### src/rtl/matmul_seq_engine_pkg.sv
// matmul_pkg: shared types and helpers for the sequential matrix multiplier.
//   state_t    : controller states
//   acc_width  : accumulator width that cannot overflow for a K-term dot product
//   sat_trunc  : maps an accumulator value to the output word width
// Build option: define MATMUL_SAT_EN to saturate results to the signed
// output range; otherwise results wrap to their low bits.
package matmul_pkg;

  typedef enum logic [2:0] {
    IDLE,
    FETCH_A,
    FETCH_B,
    MAC,
    WRITE,
    DONE
  } state_t;

  // Working widths for sat_trunc. Callers widen the accumulator into
  // SAT_AMAX bits and keep the low data_w bits of the result.
  localparam int SAT_DMAX = 64;
  localparam int SAT_AMAX = 160;

  function automatic int acc_width(input int data_w, input int k);
    return 2 * data_w + $clog2(k) + 1;
  endfunction

  function automatic logic [SAT_DMAX-1:0] sat_trunc(input logic signed [SAT_AMAX-1:0] acc,
                                                    input int data_w);
    logic [SAT_DMAX-1:0] r;
`ifdef MATMUL_SAT_EN
    logic signed [SAT_AMAX-1:0] one;
    logic signed [SAT_AMAX-1:0] hi;
    logic signed [SAT_AMAX-1:0] lo;
    one = SAT_AMAX'(1);
    hi  = (one <<< (data_w - 1)) - one;
    lo  = -(one <<< (data_w - 1));
    if (acc > hi) begin
      r = hi[SAT_DMAX-1:0];
    end else if (acc < lo) begin
      r = lo[SAT_DMAX-1:0];
    end else begin
      r = acc[SAT_DMAX-1:0];
    end
`else
    r = acc[SAT_DMAX-1:0];
`endif
    return r;
  endfunction

endpackage

### src/rtl/matmul_seq_engine_if.sv
// matmul_seq_engine_if: control handshake plus shared-memory ports of the
// matrix multiplier, bundled as one interface.
//   start, a_base, b_base, c_base : request and operand/result base addresses
//   busy, done                    : operation status
//   mem_rd_en/addr, mem_rd_data   : read port (data returns one cycle after en)
//   mem_wr_en/addr/data           : write port
// master: the MCU/memory side; slave: the engine.
interface matmul_seq_engine_if #(
  parameter int DATA_W = 16,
  parameter int ADDR_W = 16
);
  logic              start;
  logic [ADDR_W-1:0] a_base;
  logic [ADDR_W-1:0] b_base;
  logic [ADDR_W-1:0] c_base;
  logic              busy;
  logic              done;
  logic              mem_rd_en;
  logic [ADDR_W-1:0] mem_rd_addr;
  logic [DATA_W-1:0] mem_rd_data;
  logic              mem_wr_en;
  logic [ADDR_W-1:0] mem_wr_addr;
  logic [DATA_W-1:0] mem_wr_data;

  modport master (
    output start, a_base, b_base, c_base, mem_rd_data,
    input  busy, done, mem_rd_en, mem_rd_addr, mem_wr_en, mem_wr_addr, mem_wr_data
  );

  modport slave (
    input  start, a_base, b_base, c_base, mem_rd_data,
    output busy, done, mem_rd_en, mem_rd_addr, mem_wr_en, mem_wr_addr, mem_wr_data
  );
endinterface

### src/rtl/matmul_seq_engine_mac.sv
// matmul_mac: single signed multiply-accumulate unit.
//   clk, reset : clock, synchronous active-high reset (clears acc)
//   clear      : zero the accumulator at the next edge
//   en         : add a*b into the accumulator at the next edge
//   a, b       : signed operands
//   acc        : registered signed accumulator, ACC_W bits
module matmul_mac
  import matmul_pkg::*;
#(
  parameter int DATA_W = 16,
  parameter int K      = 2,
  parameter int ACC_W  = acc_width(DATA_W, K)
) (
  input  logic                     clk,
  input  logic                     reset,
  input  logic                     clear,
  input  logic                     en,
  input  logic signed [DATA_W-1:0] a,
  input  logic signed [DATA_W-1:0] b,
  output logic signed [ACC_W-1:0]  acc
);

  (* multstyle = "dsp" *) logic signed [2*DATA_W-1:0] prod;

  assign prod = (2*DATA_W)'(a) * (2*DATA_W)'(b);

  always_ff @(posedge clk) begin
    if (reset || clear) begin
      acc <= '0;
    end else if (en) begin
      acc <= acc + ACC_W'(prod);
    end
  end

endmodule

### src/rtl/matmul_seq_engine.sv
// matmul_seq_engine: sequential signed C = A x B over a shared word memory.
//   clk, reset : clock, synchronous active-high reset (aborts any operation)
//   bus        : matmul_seq_engine_if.slave -- start/busy/done handshake,
//                one read port and one write port
// Matrices are row-major: A[i][k] at a_base+i*K+k, B[k][j] at b_base+k*N+j,
// C[i][j] at c_base+i*N+j, all modulo 2^ADDR_W. Each C element takes K
// fetch/fetch/accumulate triples and one write; one MAC unit is reused.
// Build option: MATMUL_SAT_EN saturates results instead of wrapping.
module matmul_seq_engine
  import matmul_pkg::*;
#(
  parameter int DATA_W = 16,
  parameter int ADDR_W = 16,
  parameter int M      = 2,
  parameter int K      = 2,
  parameter int N      = 2,
  parameter int ACC_W  = acc_width(DATA_W, K)
) (
  input  logic clk,
  input  logic reset,
  matmul_seq_engine_if.slave bus
);

  localparam int IW = (M > 1) ? $clog2(M) : 1;
  localparam int JW = (N > 1) ? $clog2(N) : 1;
  localparam int KW = (K > 1) ? $clog2(K) : 1;

  state_t state_q;
  state_t state_d;

  logic [ADDR_W-1:0] a_base_q;
  logic [ADDR_W-1:0] b_base_q;
  logic [ADDR_W-1:0] c_base_q;
  logic [IW-1:0]     i_q;
  logic [JW-1:0]     j_q;
  logic [KW-1:0]     k_q;

  logic signed [DATA_W-1:0] a_reg;
  logic signed [ACC_W-1:0]  acc;

  logic mac_clear;
  logic mac_en;
  logic last_i;
  logic last_j;
  logic last_k;
  logic accept;

  logic [ADDR_W-1:0]   a_addr;
  logic [ADDR_W-1:0]   b_addr;
  logic [ADDR_W-1:0]   c_addr;
  logic [SAT_DMAX-1:0] res_wide;
  logic [DATA_W-1:0]   result;
  logic                unused_res_hi;

  assign last_i = (i_q == IW'(M - 1));
  assign last_j = (j_q == JW'(N - 1));
  assign last_k = (k_q == KW'(K - 1));
  assign accept = (state_q == IDLE) && bus.start;

  assign a_addr = a_base_q + ADDR_W'(i_q) * ADDR_W'(K) + ADDR_W'(k_q);
  assign b_addr = b_base_q + ADDR_W'(k_q) * ADDR_W'(N) + ADDR_W'(j_q);
  assign c_addr = c_base_q + ADDR_W'(i_q) * ADDR_W'(N) + ADDR_W'(j_q);

  assign res_wide      = sat_trunc(SAT_AMAX'(acc), DATA_W);
  assign result        = res_wide[DATA_W-1:0];
  assign unused_res_hi = ^res_wide[SAT_DMAX-1:DATA_W];

  // State register
  always_ff @(posedge clk) begin
    if (reset) begin
      state_q <= IDLE;
    end else begin
      state_q <= state_d;
    end
  end

  // Next state and strobes; every output is zero unless a state drives it
  always_comb begin
    state_d         = state_q;
    bus.busy        = 1'b0;
    bus.done        = 1'b0;
    bus.mem_rd_en   = 1'b0;
    bus.mem_rd_addr = '0;
    bus.mem_wr_en   = 1'b0;
    bus.mem_wr_addr = '0;
    bus.mem_wr_data = '0;
    mac_clear       = 1'b0;
    mac_en          = 1'b0;
    unique case (state_q)
      IDLE: begin
        if (bus.start) begin
          mac_clear = 1'b1;
          state_d   = FETCH_A;
        end
      end
      FETCH_A: begin
        bus.busy        = 1'b1;
        bus.mem_rd_en   = 1'b1;
        bus.mem_rd_addr = a_addr;
        state_d         = FETCH_B;
      end
      FETCH_B: begin
        bus.busy        = 1'b1;
        bus.mem_rd_en   = 1'b1;
        bus.mem_rd_addr = b_addr;
        state_d         = MAC;
      end
      MAC: begin
        bus.busy = 1'b1;
        mac_en   = 1'b1;
        state_d  = last_k ? WRITE : FETCH_A;
      end
      WRITE: begin
        bus.busy        = 1'b1;
        bus.mem_wr_en   = 1'b1;
        bus.mem_wr_addr = c_addr;
        bus.mem_wr_data = result;
        mac_clear       = 1'b1;
        state_d         = (last_i && last_j) ? DONE : FETCH_A;
      end
      DONE: begin
        bus.done = 1'b1;
        state_d  = IDLE;
      end
      default: state_d = IDLE;
    endcase
  end

  // Element and term counters: k runs fastest, then j, then i
  always_ff @(posedge clk) begin
    if (reset) begin
      i_q <= '0;
      j_q <= '0;
      k_q <= '0;
    end else begin
      case (state_q)
        IDLE: begin
          if (bus.start) begin
            i_q <= '0;
            j_q <= '0;
            k_q <= '0;
          end
        end
        MAC: begin
          if (!last_k) begin
            k_q <= k_q + 1'b1;
          end
        end
        WRITE: begin
          k_q <= '0;
          if (last_j) begin
            j_q <= '0;
            i_q <= last_i ? '0 : i_q + 1'b1;
          end else begin
            j_q <= j_q + 1'b1;
          end
        end
        default: ;
      endcase
    end
  end

  // Operand capture: bases on accept, A element one cycle after its read
  always_ff @(posedge clk) begin
    if (accept) begin
      a_base_q <= bus.a_base;
      b_base_q <= bus.b_base;
      c_base_q <= bus.c_base;
    end
    if (state_q == FETCH_B) begin
      a_reg <= $signed(bus.mem_rd_data);
    end
  end

  // B element arrives during MAC and is multiplied straight off the bus
  matmul_mac #(
    .DATA_W (DATA_W),
    .K      (K),
    .ACC_W  (ACC_W)
  ) u_mac (
    .clk   (clk),
    .reset (reset),
    .clear (mac_clear),
    .en    (mac_en),
    .a     (a_reg),
    .b     ($signed(bus.mem_rd_data)),
    .acc   (acc)
  );

endmodule
### src/flat_wrapper.sv
// flat-port wrapper written by rule: the top's interface ports become plain ports
module matmul_seq_engine_flat import matmul_pkg::*;
#(
  parameter int DATA_W = 16,
  parameter int ADDR_W = 16,
  parameter int M      = 2,
  parameter int K      = 2,
  parameter int N      = 2,
  parameter int ACC_W  = acc_width(DATA_W, K)
)
  (clk, reset, bus_start, bus_a_base, bus_b_base, bus_c_base, bus_mem_rd_data, bus_busy, bus_done, bus_mem_rd_en, bus_mem_rd_addr, bus_mem_wr_en, bus_mem_wr_addr, bus_mem_wr_data);
  matmul_seq_engine_if #(.DATA_W(DATA_W), .ADDR_W(ADDR_W)) bus_i ();
  input  logic clk;
  input  logic reset;
  input wire logic [$bits(bus_i.start)-1:0] bus_start;
  input wire logic [$bits(bus_i.a_base)-1:0] bus_a_base;
  input wire logic [$bits(bus_i.b_base)-1:0] bus_b_base;
  input wire logic [$bits(bus_i.c_base)-1:0] bus_c_base;
  input wire logic [$bits(bus_i.mem_rd_data)-1:0] bus_mem_rd_data;
  output wire logic [$bits(bus_i.busy)-1:0] bus_busy;
  output wire logic [$bits(bus_i.done)-1:0] bus_done;
  output wire logic [$bits(bus_i.mem_rd_en)-1:0] bus_mem_rd_en;
  output wire logic [$bits(bus_i.mem_rd_addr)-1:0] bus_mem_rd_addr;
  output wire logic [$bits(bus_i.mem_wr_en)-1:0] bus_mem_wr_en;
  output wire logic [$bits(bus_i.mem_wr_addr)-1:0] bus_mem_wr_addr;
  output wire logic [$bits(bus_i.mem_wr_data)-1:0] bus_mem_wr_data;
  assign bus_i.start = bus_start;
  assign bus_i.a_base = bus_a_base;
  assign bus_i.b_base = bus_b_base;
  assign bus_i.c_base = bus_c_base;
  assign bus_i.mem_rd_data = bus_mem_rd_data;
  assign bus_busy = bus_i.busy;
  assign bus_done = bus_i.done;
  assign bus_mem_rd_en = bus_i.mem_rd_en;
  assign bus_mem_rd_addr = bus_i.mem_rd_addr;
  assign bus_mem_wr_en = bus_i.mem_wr_en;
  assign bus_mem_wr_addr = bus_i.mem_wr_addr;
  assign bus_mem_wr_data = bus_i.mem_wr_data;
  matmul_seq_engine #(.DATA_W(DATA_W), .ADDR_W(ADDR_W), .M(M), .K(K), .N(N), .ACC_W(ACC_W)) u_core (.clk(clk), .reset(reset), .bus(bus_i));
endmodule
### config.mk
export PLATFORM = sky130hd
export DESIGN_NAME = matmul_seq_engine_flat
export DESIGN_NICKNAME = d
export VERILOG_FILES = /design/src/rtl/matmul_seq_engine_pkg.sv /design/src/rtl/matmul_seq_engine_if.sv /design/src/rtl/matmul_seq_engine_mac.sv /design/src/rtl/matmul_seq_engine.sv /design/src/flat_wrapper.sv
export SDC_FILE = /design/constraint.sdc
export NUM_CORES = 1
export LEC_CHECK = 0
export BUFFER_PORTS_ARGS = -buffer_cell sky130_fd_sc_hd__buf_2
export CAP_MARGIN = 0
export CORE_MARGIN = 1.5
export CORE_UTILIZATION = 65
export CTS_CLUSTER_DIAMETER = 60
export CTS_CLUSTER_SIZE = 25
export DETAILED_ROUTE_END_ITERATION = 8
export PLACE_DENSITY_LB_ADDON = 0.12
export REMOVE_ABC_BUFFERS = 1
export SLEW_MARGIN = 20
export SYNTH_ARGS = -nofsm -noshare
export SYNTH_HDL_FRONTEND = slang
export SYNTH_HIERARCHICAL = 1
export SYNTH_SLANG_ARGS = --single-unit
### constraint.sdc
create_clock -name clk -period 19.9 [get_ports clk]
set_input_delay 2.985 -clock clk [delete_from_list [all_inputs] [get_ports clk]]
set_output_delay 2.985 -clock clk [all_outputs]
set_load 0.01 [all_outputs]
==> results of run 1 <==
## critical path: stages
cell     delay, ps
buf_2          300
nand2_1        140
fa_1           520
fa_1           510
fa_1           520
inv_1           60
fa_1           500
fa_1           490
inv_1           50
fa_1           480
inv_1           40
ha_1           350
nand2_2         80
or3_1          340
o21ai_1        170
xor2_1         160
mux2i_1         80
nor2_1         100
## per-stage QoR
step / utilization / hold WS, ps
CTS: 0.737 / 512
detailed placement: 0.713 / 504
global placement: 0.713 / 507
finish: 0.738 / 514
global route: 0.738 / 546
floorplan: - / 468
## routing by layer
metal  share of wire  GRT usage
met5               0          0
met4           0.018     0.0843
met3           0.062     0.0556
met2            0.49      0.474
met1            0.43      0.364
## where the power goes
part,switching (mW),internal [mW]
logic,0.488,0.382
registers,0.0251,0.217
clock network,0.0697,0.111
## layout make-up
cell class	instances	area, µm²
clock buffers	11	233
fillers	987	3450
well taps	176	220
flip-flops and latches	86	2360
inverters	157	589
repair buffers	120	606
clock inverters	5	83.8
multi-input cells	587	5640
## cell usage in the layout (no fill, tap or decap), types with 13 or more instances in the layout
cell,n
xnor2_1,22
mux2i_1,14
dfxtp_1,22
nand3_1,17
edfxtp_1,64
inv_1,156
and2_1,79
ha_1,73
o22ai_1,13
buf_2,118
nand2_1,76
a21oi_1,13
and3_1,19
nor2_1,47
xor2_1,32
fa_1,112
## how the worst min path moves through the flow
stage	startpoint	end	slack [ps]	depth (start not counted)
global route	u_core/u_mac/acc[4]	u_core/u_mac/acc[4]	550	2
floorplan	u_core/u_mac/acc[4]	u_core/u_mac/acc[4]	470	2
finish	u_core/u_mac/acc[4]	u_core/u_mac/acc[4]	510	2
global placement	u_core/u_mac/acc[4]	u_core/u_mac/acc[4]	510	2
CTS	u_core/u_mac/acc[4]	u_core/u_mac/acc[4]	510	2
detailed placement	u_core/u_mac/acc[4]	u_core/u_mac/acc[4]	500	2
==> results_dict.tcl, run 1 <==
set metrics [dict create \
    status "finished clean" \
    yosysWarningCount 6 \
    area_delta_synth_final_pct 11.1 \
    io_buffers 118 \
    clock_skew_ps 9.85 \
    place_area_um2 9410 \
    grt_max_degree 41 \
    post-route-period-util 0.382 \
    r2r-end "u_core/u_mac/acc[10]" \
    drc_errors 0 \
    cts_sinks 86 \
    period_needed_ps 7590 \
    clockBufferDepth 2 \
    dieArea_um2 14200 \
    r2r_slack_ps 14470 \
    cp-startpoint "bus_mem_rd_data[1]" \
    fp.dieH_um 119 \
    leakage_nw 4.69 \
    grt_setup_unrepaired "no" \
    clk_pin_slew_ps 60 \
    syn_area_um2 8760 \
    fin_cells 1142 \
    start_util 0.664 \
    cts-resized-gates 0 \
    wirelength_um 18500 \
    n_antenna_cell 0 \
    worst-path-max-fanout 16 \
    clock_latency_ps 340 \
    drv_slew 0 \
    drtIter0Drc 378 \
    worst_slack_ps 12310 \
    synth.avg_cell_area_um2 9.97 \
    drive_gt1_frac 0.152 \
    pre_cts_slack_ps 11940 \
    final_area_um2 9740 \
    grt_remaining_overflow 0 \
    grt_pass1_vias 6342 \
    antenna_found_initial 0 \
    grt_pass1_wl_um 31000 \
    dr.pass1.iters 5 \
    io_pins 119 \
    die_x_um 119 \
    crit_arrival_ps 7870 \
    core_area_um2 13200 \
    setup_tns_ps 0 \
    num_rows 42 \
    cts-root-buf "clkbuf_16" \
    vias 6131 \
    fin_nets 1213 \
    slew_headroom 0.388 \
    worst_pin_slew_ps 916 \
    reg2reg_from "u_core/a_reg[2]" \
    cts-htree-levels 3 \
    synth_cells 879 \
    holdBufCountCts 0 \
    antenna_left 0 \
    cts_tree "built" \
    wire_per_inst_um 16.2 \
    reg2regPathDepth 21 \
    hold_class "flip-flop to flip-flop" \
    numCtsBuffers 9 \
    end_kind "flip-flop" \
    vias_per_cell 5.37 \
    hpwl_um 14300 \
    clock.fmax_mhz 132 \
    setup.worst_path.end "u_core/u_mac/acc[15]" \
    cts_setup_buffers 0 \
    max_cap_viol_count 0 \
    timing.final.hold_violations 0 \
    path_class "input pin to flip-flop" \
    placed_cells 1126 \
    p_per_area_nw_per_um2 133 \
    place_congestion 0.837 \
    peakVddDrop_v 0.000155 \
    crit_required_ps 20180 \
    total_power_mw 1.29 \
    setup_viol 0 \
    grtUsageTotal 0.279 \
    cp-start-kind "input pin" \
]
(Power assumes the default switching activity.)
==> inputs of run 2 (changes only) <==
--- a/config.mk
+++ b/config.mk
@@ -5,10 +5,11 @@
 export SDC_FILE = /design/constraint.sdc
 export NUM_CORES = 1
 export LEC_CHECK = 0
+export ABC_AREA = 1
 export BUFFER_PORTS_ARGS = -buffer_cell sky130_fd_sc_hd__buf_2
 export CAP_MARGIN = 0
 export CORE_MARGIN = 1.5
-export CORE_UTILIZATION = 65
+export CORE_UTILIZATION = 58
 export CTS_CLUSTER_DIAMETER = 60
 export CTS_CLUSTER_SIZE = 25
 export DETAILED_ROUTE_END_ITERATION = 8
==> constraint.sdc (replaced) <==
create_clock -name clk -period 6.2 [get_ports clk]
set_input_delay 0.93 -clock clk [delete_from_list [all_inputs] [get_ports clk]]
set_output_delay 0.93 -clock clk [all_outputs]
set_load 0.01 [all_outputs]
==> run 2 against run 1 <==
Sequential power increased to 2.9 times the previous value. Critical path depth up 1. Largest cell class unchanged. Critical endpoint is now u_core/u_mac/acc[13]. Combinational power rose by 130%. Critical path type unchanged. Routed wire length increased by 13%.
==> results_dict.tcl, run 2 <==
set metrics [dict create \
    crit_required_ps 6450 \
    grt_setup_unrepaired "no" \
    core_area_um2 15900 \
    timing.final.hold_violations 0 \
    drc_errors 0 \
    start_util 0.596 \
    n_antenna_cell 0 \
    hold_class "flip-flop to flip-flop" \
    io_buffers 118 \
    worst_slack_ps 800 \
    vias_per_cell 4.96 \
    clock_latency_ps 360 \
    antenna_left 0 \
    clock_skew_ps 6.17 \
    combPwrFrac 0.603 \
    cts-root-buf "clkbuf_16" \
    cts_setup_buffers 0 \
    status "finished clean" \
    final_common_cell "inv_1" \
    period_needed_ps 5400 \
    p_sw_frac 0.453 \
    p_clk_frac 0.182 \
    crit_arrival_ps 5650 \
    wire_per_inst_um 13.9 \
    leakage_nw 5.84 \
    numCtsBuffers 9 \
    cts_tree "built" \
    clock.fmax_mhz 185 \
    p_per_area_nw_per_um2 319 \
    hpwl_um 16600 \
    post-route-period-util 0.871 \
    grt_max_degree 49 \
    max_cap_viol_count 0 \
    dieArea_um2 17200 \
    setup_tns_ps 0 \
    switching_power_mw 1.51 \
    peakVddDrop_v 0.000259 \
    drv_slew 0 \
    synth.avg_cell_area_um2 7.87 \
    cp-start-kind "input pin" \
    clk_pin_slew_ps 70 \
    drtIter0Drc 403 \
    worstHoldStart "u_core/u_mac/acc[0]" \
    worst-path-max-fanout 15 \
    die_x_um 131 \
    reg2reg_from "u_core/a_reg[7]" \
    drive_gt1_frac 0.136 \
    area_delta_synth_final_pct 9.67 \
    grt_remaining_overflow 0 \
    place_congestion 0.892 \
    grt_pass1_vias 7244 \
    worst_pin_slew_ps 700 \
    pre_cts_slack_ps 457 \
    synth_cells 1208 \
    fin_nets 1527 \
    antenna_found_initial 0 \
    seqPwrFrac 0.214 \
    holdBufCountCts 0 \
    grtUsageTotal 0.263 \
    wirelength_um 20800 \
    end_kind "flip-flop" \
    num_rows 46 \
    cp-startpoint "bus_mem_rd_data[2]" \
    slew_headroom 0.533 \
    vias 7415 \
    dr.pass1.iters 5 \
    grt_pass1_wl_um 34500 \
    clockBufferDepth 2 \
    syn_area_um2 9510 \
    fp.dieH_um 131 \
    setup_viol 0 \
    final_cell_mix "inv_1 (309), nand2_1 (280), buf_2 (118)" \
    path_class "input pin to flip-flop" \
    yosysWarningCount 6 \
    io_pins 119 \
    cts_sinks 86 \
    cts-htree-levels 3 \
    intPower_mw 1.82 \
    cts-resized-gates 0 \
]
[run 2: per-stage QoR]
stage | std cells | utilization | hold WS [ps] | power [mW] | area [µm²]
global route | 1496 | 0.654 | 524 | 3.67 | 10400
floorplan | 1142 | - | 458 | 2.27 | 9210
finish | 1496 | 0.654 | 500 | 3.33 | 10400
detailed placement | 1480 | 0.634 | 493 | 2.71 | 10100
global placement | 1480 | 0.634 | 483 | 2.69 | 10100
CTS | 1496 | 0.654 | 504 | 3.35 | 10400
[run 2: final cells by class]
type / instances / area (µm²)
fillers: 1380 / 5520
clock buffers: 10 / 229
flip-flops and latches: 86 / 2360
clock inverters: 6 / 93.8
inverters: 321 / 1210
multi-input cells: 735 / 5640
repair buffers: 122 / 621
well taps: 216 / 270
[run 2: worst paths after layout]
kind,slack (ps),endpoint,depth (start not counted)
setup / recovery,800,u_core/u_mac/acc[13],19
hold / removal,500,u_core/u_mac/acc[0],2
setup reg to reg,960,u_core/u_mac/acc[15],21
hold reg to reg,500,u_core/u_mac/acc[0],2
[run 2: power groups by stage]
stage / clock network [mW] / logic [mW] / registers (mW)
after global placement: 0 / 1.96 / 0.724
final: 0.607 / 2.01 / 0.713
after floorplan: 0 / 1.56 / 0.709
after global routing: 0.637 / 2.31 / 0.719
after CTS: 0.619 / 2.02 / 0.712
after detailed placement: 0 / 1.99 / 0.725
[run 2: worst max-delay path, cell delays in order]
cell     delay, ps
buf_2          290
nand2_1        140
fa_1           510
fa_1           460
fa_1           550
inv_1           60
fa_1           490
fa_1           490
inv_1           50
fa_1           470
inv_1           40
ha_1           350
a21oi_1        220
nand2_1         80
a21oi_1        110
nand2_1         70
xor2_1         140
o21ai_0        140
inv_1           50
[run 2: metal layers]
metal | up-vias | GRT usage | wire (µm)
li1 | 3673 | - | -
met1 | 3474 | 0.362 | 9290
met2 | 242 | 0.426 | 9700
met3 | 26 | 0.0509 | 1420
met4 | 0 | 0.0776 | 385
met5 | - | 0 | 0
==> inputs of run 3 (changes only) <==
--- a/config.mk
+++ b/config.mk
@@ -9,7 +9,7 @@
 export BUFFER_PORTS_ARGS = -buffer_cell sky130_fd_sc_hd__buf_2
 export CAP_MARGIN = 0
 export CORE_MARGIN = 1.5
-export CORE_UTILIZATION = 58
+export CORE_UTILIZATION = 65
 export CTS_CLUSTER_DIAMETER = 60
 export CTS_CLUSTER_SIZE = 25
 export DETAILED_ROUTE_END_ITERATION = 8
==> constraint.sdc (replaced) <==
create_clock -name clk -period 6.82 [get_ports clk]
set_input_delay 1.023 -clock clk [delete_from_list [all_inputs] [get_ports clk]]
set_output_delay 1.023 -clock clk [all_outputs]
set_load 0.01 [all_outputs]
==> run 3 against run 2 <==
Via count rose by 1.7%. Die area is 11% lower. Combinational power shrank 9%. Count of clock-buffer cells in the layout is the same. Critical path type unchanged. Critical endpoint unchanged. Largest power group unchanged.
==> results_dict.tcl, run 3 (synthesized netlist as in run 2, its figures left out) <==
set metrics [dict create \
    area_delta_synth_final_pct 9.00 \
    p_per_area_nw_per_um2 293 \
    numCtsBuffers 9 \
    end_kind "flip-flop" \
    reg2reg_from "u_core/a_reg[5]" \
    switching_power_mw 1.38 \
    peakVddDrop_v 0.000292 \
    io_buffers 118 \
    cp-startpoint "bus_mem_rd_data[1]" \
    drv_slew 0 \
    place_congestion 0.925 \
    status "finished clean" \
    cts-htree-levels 3 \
    grt_remaining_overflow 0 \
    drtIter0Drc 411 \
    fp.dieH_um 124 \
    antenna_left 0 \
    setup_tns_ps 0 \
    slew_headroom 0.504 \
    post-route-period-util 0.815 \
    leakage_nw 5.82 \
    worst_pin_slew_ps 743 \
    grt_max_degree 49 \
    path_class "input pin to flip-flop" \
    r2r-end "u_core/u_mac/acc[15]" \
    r2r_slack_ps 1500 \
    cts-root-buf "clkbuf_16" \
    clockBufferDepth 2 \
    grt_pass1_wl_um 34800 \
    crit_required_ps 7060 \
    hold_class "flip-flop to flip-flop" \
    fillers 1145 \
    setup.worst_path.end "u_core/u_mac/acc[13]" \
    holdBufCountCts 0 \
    drive_gt1_frac 0.134 \
    vias_per_cell 5.16 \
    placed_cells 1445 \
    clk_pin_slew_ps 60 \
    cts_tree "built" \
    cts_sinks 86 \
    reg2regPathDepth 21 \
    n_antenna_cell 0 \
    setup_viol 0 \
    seqPwrFrac 0.214 \
    wirelength_um 21400 \
    hpwl_um 16500 \
    crit_arrival_ps 5800 \
    grt_pass1_vias 7426 \
    clock_skew_ps 7.51 \
    grt_setup_unrepaired "no" \
    hold_depth 2 \
    clock_latency_ps 350 \
    intPower_mw 1.65 \
    worst-path-max-fanout 16 \
    grtUsageTotal 0.296 \
    p_clk_frac 0.181 \
    fin_nets 1524 \
    hold_ws_ps 492 \
    die_x_um 124 \
    cp-start-kind "input pin" \
    dr.pass1.iters 5 \
    drc_errors 0 \
    wire_per_inst_um 14.6 \
    final_common_cell "inv_1" \
    timing.final.hold_violations 0 \
    cts-resized-gates 0 \
    dieArea_um2 15400 \
    io_pins 119 \
    final_cell_mix "inv_1 (309), nand2_1 (280), buf_2 (118)" \
    max_cap_viol_count 0 \
    p_sw_frac 0.455 \
    core_area_um2 14400 \
    cts_setup_buffers 0 \
    combPwrFrac 0.604 \
    antenna_found_initial 0 \
    start_util 0.659 \
    num_rows 44 \
    clock.fmax_mhz 180 \
    fin_cells 1461 \
    period_needed_ps 5560 \
    vias 7538 \
]
-- run 3: area by class of cell --
class / instances / area, µm² / share of cell area
Tap cell: 184 / 230 / 0.0222
Multi-Input combinational cell: 735 / 5640 / 0.544
Clock inverter: 6 / 92.6 / 0.00893
Inverter: 321 / 1210 / 0.117
Timing Repair Buffer: 119 / 598 / 0.0577
Sequential cell: 86 / 2360 / 0.228
Clock buffer: 10 / 229 / 0.0221
-- run 3: through the flow --
| step | total power, mW | cell area [µm²] | util | setup WS, ps |
|---|---|---|---|---|
| after detailed placement | 2.47 | 10000 | 0.696 | 890 |
| after CTS | 3.04 | 10400 | 0.719 | 1240 |
| after global routing | 3.36 | 10400 | 0.719 | 947 |
| after global placement | 2.43 | 10000 | 0.696 | 970 |
| after floorplan | 2.06 | 9210 | - | 1480 |
| final | 3.03 | 10400 | 0.719 | 1260 |
-- run 3: worst max-delay path, stage by stage --
cell and delay, ps:
buf_2 300, nand2_1 130, fa_1 530, fa_1 520, fa_1 530, inv_1 60, fa_1 490, fa_1 490
inv_1 50, fa_1 470, inv_1 40, ha_1 350, a21oi_1 220, nand2_1 80, a21oi_1 110, nand2_1 70
xor2_1 140, o21ai_0 140, inv_1 60
-- run 3: power by group through the flow --
stage	logic, mW	registers, mW	clock network [mW]
floorplan	1.42	0.645	0
global placement	1.77	0.658	0
detailed placement	1.81	0.659	0
CTS	1.84	0.648	0.559
global route	2.13	0.654	0.576
finish	1.83	0.650	0.550
-- run 3: worst min path at each step --
| stage | start | end | slack, ps |
|---|---|---|---|
| global placement | u_core/u_mac/acc[0] | u_core/u_mac/acc[0] | 470 |
| detailed placement | u_core/u_mac/acc[1] | u_core/u_mac/acc[1] | 480 |
| CTS | u_core/u_mac/acc[1] | u_core/u_mac/acc[1] | 490 |
| floorplan | u_core/u_mac/acc[0] | u_core/u_mac/acc[0] | 460 |
| finish | u_core/u_mac/acc[1] | u_core/u_mac/acc[1] | 490 |
| global route | u_core/u_mac/acc[3] | u_core/u_mac/acc[3] | 530 |
-- run 3: routing by layer --
layer | GRT usage | wire length [µm]
met5 | 0 | 0
met4 | 0.0803 | 403
met3 | 0.0554 | 1350
met2 | 0.513 | 10300
met1 | 0.383 | 9270
